**config.mk**
```make
export PLATFORM = sky130hd
export DESIGN_NAME = timer_ctrl
export DESIGN_NICKNAME = d
export VERILOG_FILES = /design/src/rtl/timer_ctrl.sv
export SDC_FILE = /design/constraint.sdc
export NUM_CORES = 1
export LEC_CHECK = 0
export BUFFER_PORTS_ARGS = -buffer_cell sky130_fd_sc_hd__buf_2
export CAP_MARGIN = 0
export CORE_MARGIN = 5
export CORE_UTILIZATION = 45
export DETAILED_ROUTE_END_ITERATION = 10
export GPL_TIMING_DRIVEN = 0
export HOLD_SLACK_MARGIN = 0.15
export PLACE_DENSITY_LB_ADDON = 0.05
export SKIP_LAST_GASP = 1
export SLEW_MARGIN = 10
export SYNTH_ARGS = -nofsm -noshare
export SYNTH_HDL_FRONTEND = slang
export SYNTH_SLANG_ARGS = --single-unit
```
**constraint.sdc**
```tcl
create_clock -name clk -period 2.9 [get_ports clk]
set_clock_uncertainty 0.05 [all_clocks]
set_input_delay 0 -clock clk [delete_from_list [all_inputs] [get_ports clk]]
set_output_delay 0 -clock clk [all_outputs]
set_load 0.02 [all_outputs]
```
**src/rtl/timer_ctrl.sv**
```systemverilog
// Front-panel sequencer for the mm:ss countdown: button pulses drive preset entry,
// start/pause/abort, counter load/enable control and the timeout alarm.
module timer_ctrl #(
    parameter int ALARM_CYCLES = 50_000_000
) (
    input  logic       clk,
    input  logic       rst_n,
    input  logic       btn_set,
    input  logic       btn_inc,
    input  logic       btn_start,
    input  logic [3:0] min_hi,
    input  logic [3:0] min_lo,
    input  logic [2:0] sec_hi,
    input  logic [3:0] sec_lo,
    output logic       enabled,
    output logic       paused,
    output logic [3:0] hi,
    output logic [3:0] lo,
    output logic       seconds,
    output logic       alarm,
    output logic [2:0] state_o
);

    localparam int CW = (ALARM_CYCLES < 2) ? 1 : $clog2(ALARM_CYCLES + 1);

    typedef enum logic [2:0] {
        IDLE    = 3'd0,
        SET_MIN = 3'd1,
        SET_SEC = 3'd2,
        RUN     = 3'd3,
        PAUSE   = 3'd4,
        DONE    = 3'd5
    } state_t;

    state_t        state_reg, state_next;
    logic [3:0]    pm_hi_reg, pm_hi_next;
    logic [3:0]    pm_lo_reg, pm_lo_next;
    logic [2:0]    ps_hi_reg, ps_hi_next;
    logic [3:0]    ps_lo_reg, ps_lo_next;
    logic          enabled_reg, enabled_next;
    logic          paused_reg, paused_next;
    logic          seconds_reg, seconds_next;
    logic [3:0]    hi_reg, hi_next;
    logic [3:0]    lo_reg, lo_next;
    logic          alarm_reg, alarm_next;
    logic [CW-1:0] alarm_cnt_reg, alarm_cnt_next;
    logic [1:0]    mask_cnt_reg, mask_cnt_next;

    logic preset_zero;
    logic digits_zero;

    assign preset_zero = (pm_hi_reg == 4'd0) && (pm_lo_reg == 4'd0) &&
                         (ps_hi_reg == 3'd0) && (ps_lo_reg == 4'd0);
    assign digits_zero = (min_hi == 4'd0) && (min_lo == 4'd0) &&
                         (sec_hi == 3'd0) && (sec_lo == 4'd0);

    always_ff @(posedge clk or negedge rst_n) begin
        if (!rst_n) begin
            state_reg     <= IDLE;
            pm_hi_reg     <= 4'd0;
            pm_lo_reg     <= 4'd0;
            ps_hi_reg     <= 3'd0;
            ps_lo_reg     <= 4'd0;
            enabled_reg   <= 1'b0;
            paused_reg    <= 1'b0;
            seconds_reg   <= 1'b0;
            hi_reg        <= 4'd0;
            lo_reg        <= 4'd0;
            alarm_reg     <= 1'b0;
            alarm_cnt_reg <= '0;
            mask_cnt_reg  <= 2'd0;
        end else begin
            state_reg     <= state_next;
            pm_hi_reg     <= pm_hi_next;
            pm_lo_reg     <= pm_lo_next;
            ps_hi_reg     <= ps_hi_next;
            ps_lo_reg     <= ps_lo_next;
            enabled_reg   <= enabled_next;
            paused_reg    <= paused_next;
            seconds_reg   <= seconds_next;
            hi_reg        <= hi_next;
            lo_reg        <= lo_next;
            alarm_reg     <= alarm_next;
            alarm_cnt_reg <= alarm_cnt_next;
            mask_cnt_reg  <= mask_cnt_next;
        end
    end

    // Next state and preset editing; a start pulse swallows coincident set/inc.
    always_comb begin
        state_next = state_reg;
        pm_hi_next = pm_hi_reg;
        pm_lo_next = pm_lo_reg;
        ps_hi_next = ps_hi_reg;
        ps_lo_next = ps_lo_reg;
        case (state_reg)
            IDLE: begin
                if (btn_start) begin
                    if (!preset_zero) state_next = RUN;
                end else if (btn_set) begin
                    state_next = SET_MIN;
                end
            end
            SET_MIN: begin
                if (!btn_start) begin
                    if (btn_set) begin
                        state_next = SET_SEC;
                    end else if (btn_inc) begin
                        if (pm_lo_reg == 4'd9) begin
                            pm_lo_next = 4'd0;
                            pm_hi_next = (pm_hi_reg == 4'd9) ? 4'd0 : pm_hi_reg + 4'd1;
                        end else begin
                            pm_lo_next = pm_lo_reg + 4'd1;
                        end
                    end
                end
            end
            SET_SEC: begin
                if (!btn_start) begin
                    if (btn_set) begin
                        state_next = IDLE;
                    end else if (btn_inc) begin
                        if (ps_lo_reg == 4'd9) begin
                            ps_lo_next = 4'd0;
                            ps_hi_next = (ps_hi_reg == 3'd5) ? 3'd0 : ps_hi_reg + 3'd1;
                        end else begin
                            ps_lo_next = ps_lo_reg + 4'd1;
                        end
                    end
                end
            end
            RUN: begin
                if (btn_start)                               state_next = PAUSE;
                else if (btn_set)                            state_next = IDLE;
                else if (mask_cnt_reg == 2'd0 && digits_zero) state_next = DONE;
            end
            PAUSE: begin
                if (btn_start)    state_next = RUN;
                else if (btn_set) state_next = IDLE;
            end
            DONE: begin
                if (btn_start) state_next = IDLE;
            end
            default: state_next = IDLE;
        endcase
    end

    // Registered outputs follow the state being entered.
    always_comb begin
        enabled_next   = enabled_reg;
        paused_next    = paused_reg;
        seconds_next   = seconds_reg;
        hi_next        = hi_reg;
        lo_next        = lo_reg;
        alarm_next     = 1'b0;
        alarm_cnt_next = '0;
        mask_cnt_next  = 2'd0;
        case (state_next)
            SET_MIN: begin
                enabled_next = 1'b0;
                paused_next  = 1'b0;
                seconds_next = 1'b0;
                hi_next      = pm_hi_next;
                lo_next      = pm_lo_next;
            end
            SET_SEC: begin
                enabled_next = 1'b0;
                paused_next  = 1'b0;
                seconds_next = 1'b1;
                hi_next      = {1'b0, ps_hi_next};
                lo_next      = ps_lo_next;
            end
            RUN: begin
                enabled_next = 1'b1;
                paused_next  = 1'b0;
                // Counter outputs lag the enable, so hold off zero detect after a fresh start.
                if (state_reg == IDLE)
                    mask_cnt_next = 2'd2;
                else if (state_reg == RUN && mask_cnt_reg != 2'd0)
                    mask_cnt_next = mask_cnt_reg - 2'd1;
            end
            PAUSE: begin
                enabled_next = 1'b1;
                paused_next  = 1'b1;
            end
            default: begin
                // IDLE and DONE alternate the load field so both fields refresh.
                enabled_next = 1'b0;
                paused_next  = 1'b0;
                seconds_next = ~seconds_reg;
                hi_next      = seconds_reg ? pm_hi_next : {1'b0, ps_hi_next};
                lo_next      = seconds_reg ? pm_lo_next : ps_lo_next;
                if (state_next == DONE) begin
                    if (state_reg != DONE) begin
                        alarm_next     = 1'b1;
                        alarm_cnt_next = CW'(ALARM_CYCLES - 1);
                    end else if (alarm_cnt_reg != '0) begin
                        alarm_next     = 1'b1;
                        alarm_cnt_next = alarm_cnt_reg - 1'b1;
                    end
                end
            end
        endcase
    end

    assign enabled = enabled_reg;
    assign paused  = paused_reg;
    assign seconds = seconds_reg;
    assign hi      = hi_reg;
    assign lo      = lo_reg;
    assign alarm   = alarm_reg;
    assign state_o = state_reg;

endmodule

```
==> results of run 1 <==
-- through the flow --
| step | instance area [um^2] | setup WS, ps | cells | hold WS (ps) |
|---|---|---|---|---|
| CTS | 3580 | 54.8 | 444 | 150 |
| global placement | 3290 | -227 | 421 | 329 |
| detailed placement | 3290 | -225 | 421 | 69.7 |
| global route | 3620 | -0.530 | 444 | 208 |
| finish | 3620 | 128 | 444 | 168 |
| floorplan | 3020 | 109 | 310 | -346 |
-- worst min-delay path by stage --
stage,start,end,slack (ps)
CTS,min_lo[0],state_o[2],150
detailed placement,rst_n,alarm_cnt_reg[18],70
floorplan,rst_n,alarm,-350
global route,min_lo[1],state_o[2],210
finish,min_lo[0],state_o[2],170
global placement,rst_n,alarm_cnt_reg[20],330
-- area by class of cell --
class                           instances  area share, %
Multi-Input combinational cell        220           40.3
Sequential cell                        58           40.1
Timing Repair Buffer                   43           7.39
Clock buffer                           11           3.63
Tap cell                               77           2.66
Clock inverter                          5           2.18
Buffer                                 13           2.04
Inverter                               17           1.76
-- report_power, final --
part	switching [mW]	total [mW]	internal, mW
registers	0.183	1.19	1.01
logic	1.30	2.40	1.11
clock network	0.326	0.809	0.483
-- layer usage --
metal | share of wire (%) | vias up
li1 | - | 1206
met1 | 46 | 1167
met2 | 48 | 50
met3 | 3.5 | 14
met4 | 2.7 | 0
met5 | 0 | -
-- repair_timing --
action,in CTS,in global routing
gates resized for setup,2,7
endpoints found under the hold margin,61,0
hold buffers,6,0
setup buffers,1,2
endpoints found under the setup margin,26,19
pin swaps,1,1
-- cell usage after synthesis, types with 3 or more instances --
cell type	instances	area share (%)
buf_2	3	0.50
nand2b_1	7	1.4
a31oi_1	4	0.83
o31ai_1	4	0.99
nor2_1	23	2.9
xnor2_1	23	6.7
mux2_2	3	1.1
nor4_1	7	1.4
or2_2	3	0.62
o21ai_0	17	2.8
and2_1	3	0.62
nor3_1	12	2.0
nand4_1	3	0.62
clkbuf_1	10	1.2
or4_1	4	0.99
nor2b_1	7	1.4
o21a_1	3	0.74
a21oi_1	19	3.1
o221a_2	3	1.1
inv_1	17	2.1
dfrtp_1	58	48
mux2i_1	3	0.99
nor3b_1	4	0.99
or3_1	9	1.9
nand3_1	7	1.2
a21o_1	3	0.74
xor2_1	4	1.2
nand2_1	15	1.9
-- worst max-delay path: cells and delay by family, from the launching register on --
kind | cells | cell delay, ps
buffers and inverters | 4 | 470
adder cells (fa/ha/maj) | 1 | 180
AND/OR/NAND/NOR | 5 | 1280
flip-flops | 1 | 410
AO/OA/AOI/OAI | 2 | 220
-- logic make-up after synthesis --
logic type,share of synthesized area [%]
multiplexers,2.11
AO/OA/AOI/OAI,14.6
AND/OR/NAND/NOR,22.2
flip-flops,48.0
adder cells (fa/ha/maj),0.827
XOR/XNOR,7.82
buffers and inverters,4.47
==> metrics.cfg, run 1 <==
[die]
initial_core_util_pct = 46.8
floorplan.rows = 29
fp.dieW_um = 92.0
die-area_um2 = 8460
ioPinCount = 35
coreArea_um2 = 6460
fp.dieH_um = 92.0

[timing]
fmax_ghz = 0.361
post-route-period-util_pct = 95.6
tns_ps = 0
hold_violations = 0
period_needed_ps = 2770
relSlewSlack_pct = 51.0
final-setup-viol-count = 0
worst_pin_slew_ps = 735
slew_viol_final = 0

[setup_path]
startpoint = alarm_cnt_reg[0]
startpoint_type = register
critical_path_class = reg2reg
critPathRequiredTime_ps = 3040
worstSetupEndpoint = alarm_cnt_reg[22]
r2r_cells = 12
rr_startpoint = alarm_cnt_reg[0]
worstPathArrival_ps = 2910
rr_endpoint = alarm_cnt_reg[22]
slowest_delay_ps = 410
cp_max_fo = 10
cp_cell_sequence = inv_1 -> ha_2 -> nor3b_4 -> nand2_1 -> or2_2 -> or3_1 -> buf_4 -> nor4_4 -> a21o_1 -> buf_6 -> buf_8 -> a21oi_1
ff2ff_setup_slack_ps = 130
end_kind = register
crit_slowest_cell = dfrtp_1

[clock_tree]
numCtsBuffers = 9
cts_max_level = 3
tritoncts = done
cts.sinks = 58
cts.path.max_buffers = 2
clk-insertion-delay-late_ps = 330
clk_pin_slew_ps = 70
root_buffer = clkbuf_8

[power_and_ir_drop]
power_density_nw_per_um2 = 1220
vdd_drop_max_mv = 0.583
total_leakage_power_nw = 1.73
power.total_mw = 4.40

[cells_and_area]
insertedDiodeCount = 0
nFillCells = 591
fin_nets = 384
layout_commonest_cell = dfrtp_1
final_cell_mix = dfrtp_1 (58), buf_2 (34), nor2_1 (23), xnor2_1 (23), a21oi_1 (19)
layout-drive-gt1-share_pct = 20.7
synthToLayoutAreaGrowth_pct = 19.7
multi_input_area_um2 = 1460
largest_reg_flops = 26
finish.utilization_pct = 56.1
regArea_um2 = 1450

[drt]
via_per_inst = 5.49
dr.first_iter.drc_count = 87
vias = 2437
drc = 0
dr.pass1.iters = 4
ant_nets = 0
wirelength_mm = 6.77
avgRoutedWirePerCell_um = 15.3

[grt]
grt_max_degree = 59
grt_util_met2_pct = 29.0
grt_use_met3_pct = 3.76
grtUsageMet1_pct = 22.2
grt_pass1_vias = 2559
antenna_found_initial = 0
grt_pass1_wl_mm = 11.9
grt-busiest-layer = met2
grt_usage_pct = 17.6
grt-ovfl-total = 0

[synth]
ys_seq_elements = 58
syn_nets = 332
yosys.cell_types.count = 56
synth-warning-count = 0
synthArstFlopShare_pct = 100
seq_area_frac_synth_pct = 48.0
syn_area_um2 = 3020
synth_edf_count = 0
synth_area_per_cell_um2 = 9.76
synth_flop_cell = dfrtp_1
syn_inst = 310

[placed_design]
portBuffers = 34
dp_hpwl_mm = 4.78
gp_congestion = 0.836

[outcome]
status = complete, no violations

[job]
maxCapViolCount = 0

[hold_path]
worstHoldPathType = in2reg
min_delay_path_depth = 5

Note: power is estimated with default switching activity, not from simulation.
==> run 2, diff against run 1 <==
--- a/config.mk
+++ b/config.mk
@@ -7,12 +7,14 @@
 export LEC_CHECK = 0
 export BUFFER_PORTS_ARGS = -buffer_cell sky130_fd_sc_hd__buf_2
 export CAP_MARGIN = 0
+export CORE_ASPECT_RATIO = 1.2
 export CORE_MARGIN = 5
 export CORE_UTILIZATION = 45
 export DETAILED_ROUTE_END_ITERATION = 10
 export GPL_TIMING_DRIVEN = 0
 export HOLD_SLACK_MARGIN = 0.15
 export PLACE_DENSITY_LB_ADDON = 0.05
+export RECOVER_POWER = 100
 export SKIP_LAST_GASP = 1
 export SLEW_MARGIN = 10
 export SYNTH_ARGS = -nofsm -noshare
==> run 2 against run 1 <==
Routed wire length decreased by 0.25%. Sequential power about the same. Worst setup slack better by 27 ps. Fmax grew 0.98%. Clock-buffer cell count shrank 1. Sequential share of layout area is 0.69 points higher. Via count shrank 1.1%. Critical path depth is 4 lower. Largest cell class unchanged.
==> metrics.cfg, run 2 (synthesis results as in run 1) <==
[outcome]
status = complete, no violations  ; unchanged

[die]
fp.dieH_um = 99.8  ; was 92.0 um
die-area_um2 = 8470  ; was 8460 um^2
coreArea_um2 = 6490  ; was 6460 um^2
initial_core_util_pct = 46.6  ; was 46.8%
ioPinCount = 35  ; unchanged
floorplan.rows = 32  ; was 29
fp.dieW_um = 84.8  ; was 92.0 um

[cells_and_area]
insertedDiodeCount = 0  ; unchanged
regArea_um2 = 1450  ; unchanged
synthToLayoutAreaGrowth_pct = 17.7  ; was 19.7%
final_cell_mix = dfrtp_1 (58), clkbuf_1 (25), xnor2_1 (23)  ; was dfrtp_1 (58), buf_2 (34), nor2_1 (23), xnor2_1 (23), a21oi_1 (19)
fin_nets = 383  ; was 384
nFillCells = 634  ; was 591
layout_commonest_cell = dfrtp_1  ; unchanged
largest_reg_flops = 26  ; unchanged
multi_input_area_um2 = 1470  ; was 1460 um^2
layout-drive-gt1-share_pct = 16.9  ; was 20.7%
layout.cells.non_filler = 451  ; was 444

[hold_path]
worstHoldPathType = in2reg  ; unchanged

[clock_tree]
cts_max_level = 3  ; unchanged
cts.sinks = 58  ; unchanged
root_buffer = clkbuf_8  ; unchanged
cts.path.max_buffers = 2  ; unchanged
clk-insertion-delay-late_ps = 340  ; was 330 ps
tritoncts = done  ; unchanged
clk_pin_slew_ps = 70  ; about the same
numCtsBuffers = 9  ; unchanged

[placed_design]
dp.cells = 429  ; was 421
dp_hpwl_mm = 4.81  ; was 4.78 mm
portBuffers = 34  ; unchanged
gp_congestion = 0.824  ; was 0.836

[power_and_ir_drop]
power_density_nw_per_um2 = 1180  ; was 1220 nW/um^2
total_leakage_power_nw = 1.66  ; was 1.73 nW
power.total_mw = 4.21  ; was 4.40 mW
vdd_drop_max_mv = 0.518  ; was 0.583 mV

[grt]
grt-ovfl-total = 0  ; unchanged
grt_max_degree = 59  ; unchanged
grt_pass1_vias = 2370  ; was 2,559
antenna_found_initial = 0  ; unchanged
grt_pass1_wl_mm = 11.5  ; was 11.9 mm
grt_usage_pct = 17.4  ; was 17.6%

[setup_path]
startpoint_type = register  ; unchanged
cp_max_fo = 5  ; was 10
worstPathArrival_ps = 2900  ; was 2910 ps
end_kind = register  ; unchanged
ff2ff_setup_slack_ps = 160  ; was 130 ps
critPathRequiredTime_ps = 3050  ; was 3040 ps
critical_path_class = reg2reg  ; unchanged

[timing]
period_needed_ps = 2740  ; was 2770 ps
hold_violations = 0  ; unchanged
relSlewSlack_pct = 4.79  ; was 51.0%
worst_pin_slew_ps = 1430  ; was 735 ps
rsz0062_at_grt = no
hold_slack_ps = 191  ; was 168 ps
final-setup-viol-count = 0  ; unchanged
slew_viol_final = 0  ; unchanged
post-route-period-util_pct = 94.6  ; was 95.6%
fmax_ghz = 0.364  ; was 0.361 GHz

[drt]
drc = 0  ; unchanged
vias = 2411  ; was 2,437
dr.pass1.iters = 4  ; unchanged
via_per_inst = 5.35  ; was 5.49
dr.first_iter.drc_count = 67  ; was 87
wirelength_mm = 6.76  ; was 6.77 mm
avgRoutedWirePerCell_um = 15.0  ; was 15.3 um
ant_nets = 0  ; unchanged

[job]
maxCapViolCount = 0  ; unchanged

## run 2: cell count changes in the layout (fill, tap and decap cells not counted), sizes merged
cell	before	now
clkbuf	20	38
buf	41	22
clkinv	3	6
bufinv	2	0
dlygate4sd3	6	5
## run 2: layout make-up
class,instances,share of cell area [%]
Inverter,17,1.79
Sequential cell,58,40.8
Clock inverter,6,0.949
Buffer,13,2.07
Clock buffer,10,3.59
Timing Repair Buffer,42,6.61
Multi-Input combinational cell,220,41.2
Tap cell,85,2.99
## run 2: path summary, 6_finish.rpt
path	startpoint	to	depth (start not counted)
worst max-delay path	alarm_cnt_reg[2]	alarm_cnt_reg[25]	8
worst min-delay path	min_lo[1]	state_o[2]	5
worst max register to register	alarm_cnt_reg[2]	alarm_cnt_reg[25]	8
worst min register to register	mask_cnt_reg[0]	mask_cnt_reg[0]	1
max in group asynchronous	rst_n	lo[1]	2
min in group asynchronous	rst_n	alarm_cnt_reg[21]	2
## run 2: metal layers
layer  track usage [%]  up-vias  wire length [um]
met2              28.3       28              3440
met1              21.6     1159              2930
met3              3.78       16               166
li1                  -     1208                 -
met4              9.14        0               216
met5                 0        -                 0
## run 2: metrics by stage
step | setup TNS [ps] | instance area [um^2] | util (%) | worst slack (ps)
floorplan | 0 | 3020 | - | 109
global placement | -3570 | 3300 | 50.9 | -217
detailed placement | -3160 | 3300 | 50.9 | -202
CTS | 0 | 3520 | 54.3 | 6.03
global route | 0 | 3560 | 54.9 | 21.2
finish | 0 | 3560 | 54.9 | 156
## run 2: report_power, final
group / internal [mW] / switching [mW]
Combinational: 1.08 / 1.30
Clock: 0.303 / 0.327
Sequential: 1.01 / 0.182
## run 2: critical path, stage by stage (launching register included)
cell and delay, ps:
dfrtp_1 440, or4_4 540, or4_1 400, clkbuf_2 160, or3_4 370, or2_4 260, nor2_1 130, xnor2_1 170
a21oi_2 90
## run 2: repair_timing
| item | in CTS | in global routing |
|---|---|---|
| hold endpoints to repair | 60 | 0 |
| buffers inserted | 0 | 3 |
| pin swaps | 1 | 1 |
| hold buffers | 5 | 0 |
| resized for setup | 2 | 12 |
| endpoints found under the setup margin | 26 | 33 |
==> run 3, diff against run 2 <==
--- a/config.mk
+++ b/config.mk
@@ -16,7 +16,6 @@
 export PLACE_DENSITY_LB_ADDON = 0.05
 export RECOVER_POWER = 100
 export SKIP_LAST_GASP = 1
-export SLEW_MARGIN = 10
 export SYNTH_ARGS = -nofsm -noshare
 export SYNTH_HDL_FRONTEND = slang
 export SYNTH_SLANG_ARGS = --single-unit
==> constraint.sdc (replaced) <==
create_clock -name clk -period 2.3 [get_ports clk]
set_clock_uncertainty 0.05 [all_clocks]
set_input_delay 0 -clock clk [delete_from_list [all_inputs] [get_ports clk]]
set_output_delay 0 -clock clk [all_outputs]
set_load 0.02 [all_outputs]
==> run 3 against run 2 <==
Critical path depth increased by 3. Clock-buffer cell count increased by 1. Cell area increased by 20%. The flow now finishes with violations (setup timing). Critical endpoint is now alarm_cnt_reg[18].
==> metrics.cfg, run 3 (synthesis results as in run 1) <==
[cells_and_area]
synthToLayoutAreaGrowth_pct = 41.1  ; was 17.7%
layout-drive-gt1-share_pct = 36.6  ; was 16.9%
layout.cells.non_filler = 484  ; was 451
nFillCells = 556  ; was 634
layout_commonest_cell = dfrtp_1  ; unchanged
insertedDiodeCount = 0  ; unchanged
largest_reg_flops = 26  ; unchanged
fin_nets = 416  ; was 383
finish.utilization_pct = 65.8  ; was 54.9%
final_cell_mix = dfrtp_1 (57), buf_4 (30), xnor2_1 (21)  ; was dfrtp_1 (58), clkbuf_1 (25), xnor2_1 (23)

[power_and_ir_drop]
power.share.clock_pct = 14.3  ; was 15.0%
internal_power_mw = 4.24  ; was 2.39 mW
vdd_drop_max_mv = 0.842  ; was 0.518 mV
seqPwrFrac_pct = 21.3  ; was 28.3%
power.total_mw = 7.19  ; was 4.21 mW
pwr-share-comb_pct = 64.4  ; was 56.7%
power_density_nw_per_um2 = 1690  ; was 1180 nW/um^2
swShare_pct = 41.0  ; was 43.1%
power.switching_mw = 2.95  ; was 1.81 mW
total_leakage_power_nw = 1.94  ; was 1.66 nW

[clock_tree]
clk_pin_slew_ps = 70  ; about the same
cts.path.max_buffers = 2  ; unchanged
tritoncts = done  ; unchanged
cts_max_level = 3  ; unchanged
root_buffer = clkbuf_8  ; unchanged
clk-insertion-delay-late_ps = 340  ; about the same
numCtsBuffers = 9  ; unchanged
cts.sinks = 58  ; unchanged

[hold_path]
worstHoldPathType = in2reg  ; unchanged
min_delay_path_depth = 5  ; unchanged
min_to = ps_lo_reg[1]  ; was state_o[2]
worstHoldStart = btn_inc  ; was min_lo[1]

[outcome]
violations = setup timing
status = finished with violations  ; was complete, no violations

[placed_design]
dp.cells = 429  ; unchanged
dp_hpwl_mm = 4.82  ; was 4.81 mm
portBuffers = 34  ; unchanged
place_ws_ps = -545  ; was -202 ps
gp_congestion = 0.795  ; was 0.824

[drt]
wirelength_mm = 7.70  ; was 6.76 mm
via_per_inst = 5.44  ; was 5.35
highest_layer = met4  ; unchanged
dr_wl_met3_um = 194  ; was 166 um
drc = 0  ; unchanged
avgRoutedWirePerCell_um = 15.9  ; was 15.0 um
wl_met1_mm = 3.18  ; was 2.93 mm
dr.pass1.iters = 4  ; unchanged
wl_met2_mm = 4.18  ; was 3.44 mm
vias = 2632  ; was 2,411
dr.first_iter.drc_count = 69  ; was 67
ant_nets = 0  ; unchanged

[die]
floorplan.rows = 32  ; unchanged
coreArea_um2 = 6490  ; unchanged
fp.dieH_um = 99.8  ; unchanged
initial_core_util_pct = 46.6  ; unchanged
ioPinCount = 35  ; unchanged
die-area_um2 = 8470  ; unchanged
fp.dieW_um = 84.8  ; unchanged

[timing]
final-setup-viol-count = 36  ; was 0
hold_violations = 0  ; unchanged
fmax_ghz = 0.384  ; was 0.364 GHz
rsz0062_at_grt = yes  ; was no
worst_pin_slew_ps = 1470  ; was 1430 ps
slew_viol_final = 0  ; unchanged
worst_slack_ps = -307  ; was 156 ps
period_needed_ps = 2610  ; was 2740 ps
relSlewSlack_pct = 2.03  ; was 4.79%
post-route-period-util_pct = 113  ; was 94.6%

[grt]
grt_pass1_wl_mm = 12.7  ; was 11.5 mm
antenna_found_initial = 0  ; unchanged
grt_pass1_vias = 2679  ; was 2,370
grt_max_degree = 59  ; unchanged
grt_usage_pct = 18.8  ; was 17.4%
grt-ovfl-total = 0  ; unchanged

[setup_path]
worstPathArrival_ps = 2820  ; was 2900 ps
ff2ff_setup_slack_ps = -310  ; was 160 ps
r2r_cells = 11  ; was 8
rr_endpoint = alarm_cnt_reg[18]  ; was alarm_cnt_reg[25]
end_kind = register  ; unchanged
startpoint_type = register  ; unchanged
critical_path_class = reg2reg  ; unchanged
critPathRequiredTime_ps = 2520  ; was 3050 ps
rr_startpoint = alarm_cnt_reg[0]  ; was alarm_cnt_reg[2]
cp_max_fo = 4  ; was 5

[job]
maxCapViolCount = 0  ; unchanged

[run 3: cell count changes in the layout (fill, tap and decap cells not counted), moves of 4 or more]
cell,before,now
buf_4,2,30
a21oi_1,20,12
buf_6,1,8
o21ai_1,0,5
inv_1,17,13
nor3_1,12,8
a21oi_2,1,7
o21ai_0,17,11
clkbuf_1,25,20
[run 3: power by group through the flow]
stage                     combinational (mW)  clock [mW]  sequential (mW)
after floorplan                         2.24           0             1.59
after CTS                               4.01        1.04             1.50
after global routing                    5.03        1.11             1.57
after global placement                  2.97           0             1.50
final                                   4.63        1.03             1.53
after detailed placement                2.98           0             1.51
[run 3: stage by stage]
step           instance area [um^2]  hold WS, ps  TNS [ps]
2_1_floorplan                  3050         -346     -4790
3_3_place_gp                   3330          314    -14270
3_5_place_dp                   3330          319    -14600
4_1_cts                        4000          174     -7130
5_1_grt                        4270          367    -10680
6_report                       4270          338     -5170
[run 3: repair_timing]
action / in CTS / in global routing
gates cloned: 0 / 1
pin swaps: 13 / 24
endpoints found under the setup margin: 37 / 38
hold endpoints to repair: 60 / 1
gates resized for setup: 54 / 47
hold buffers: 5 / 2
setup buffers: 26 / 11
[run 3: how the worst max path moves through the flow]
stage,startpoint,endpoint,cells past startpoint
after CTS,alarm_cnt_reg[1],alarm_cnt_reg[23],8
after detailed placement,alarm_cnt_reg[0],alarm_cnt_reg[19],13
after global placement,alarm_cnt_reg[0],alarm_cnt_reg[22],13
after global routing,alarm_cnt_reg[1],alarm_cnt_reg[18],11
final,alarm_cnt_reg[0],alarm_cnt_reg[18],11
after floorplan,alarm_cnt_reg[2],alarm_cnt_reg[23],8
[run 3: cell type report]
cell class	instances	area (um^2)	area share [%]
Multi-Input combinational cell	220	1810	42.4
Sequential cell	58	1450	34.0
Timing Repair Buffer	79	559	13.1
Clock buffer	11	131	3.08
Tap cell	85	106	2.49
Clock inverter	5	78.8	1.85
Inverter	17	66.3	1.55
Buffer	9	63.8	1.50
[run 3: critical path, stage by stage, from the launching register on]
cell and delay [ps]:
dfrtp_1 400, inv_1 70, ha_2 170, nor3b_4 200
nand2_1 90, or2_4 240, or3_1 360, buf_6 140
buf_4 130, or4_4 420, xor2_2 180, nor2_1 80
[run 3: per-layer routing]
metal	vias to the layer above	track usage [%]
li1	1282	-
met1	1295	22.2
met2	43	32.4
met3	12	4.84
met4	0	7.67
met5	-	0
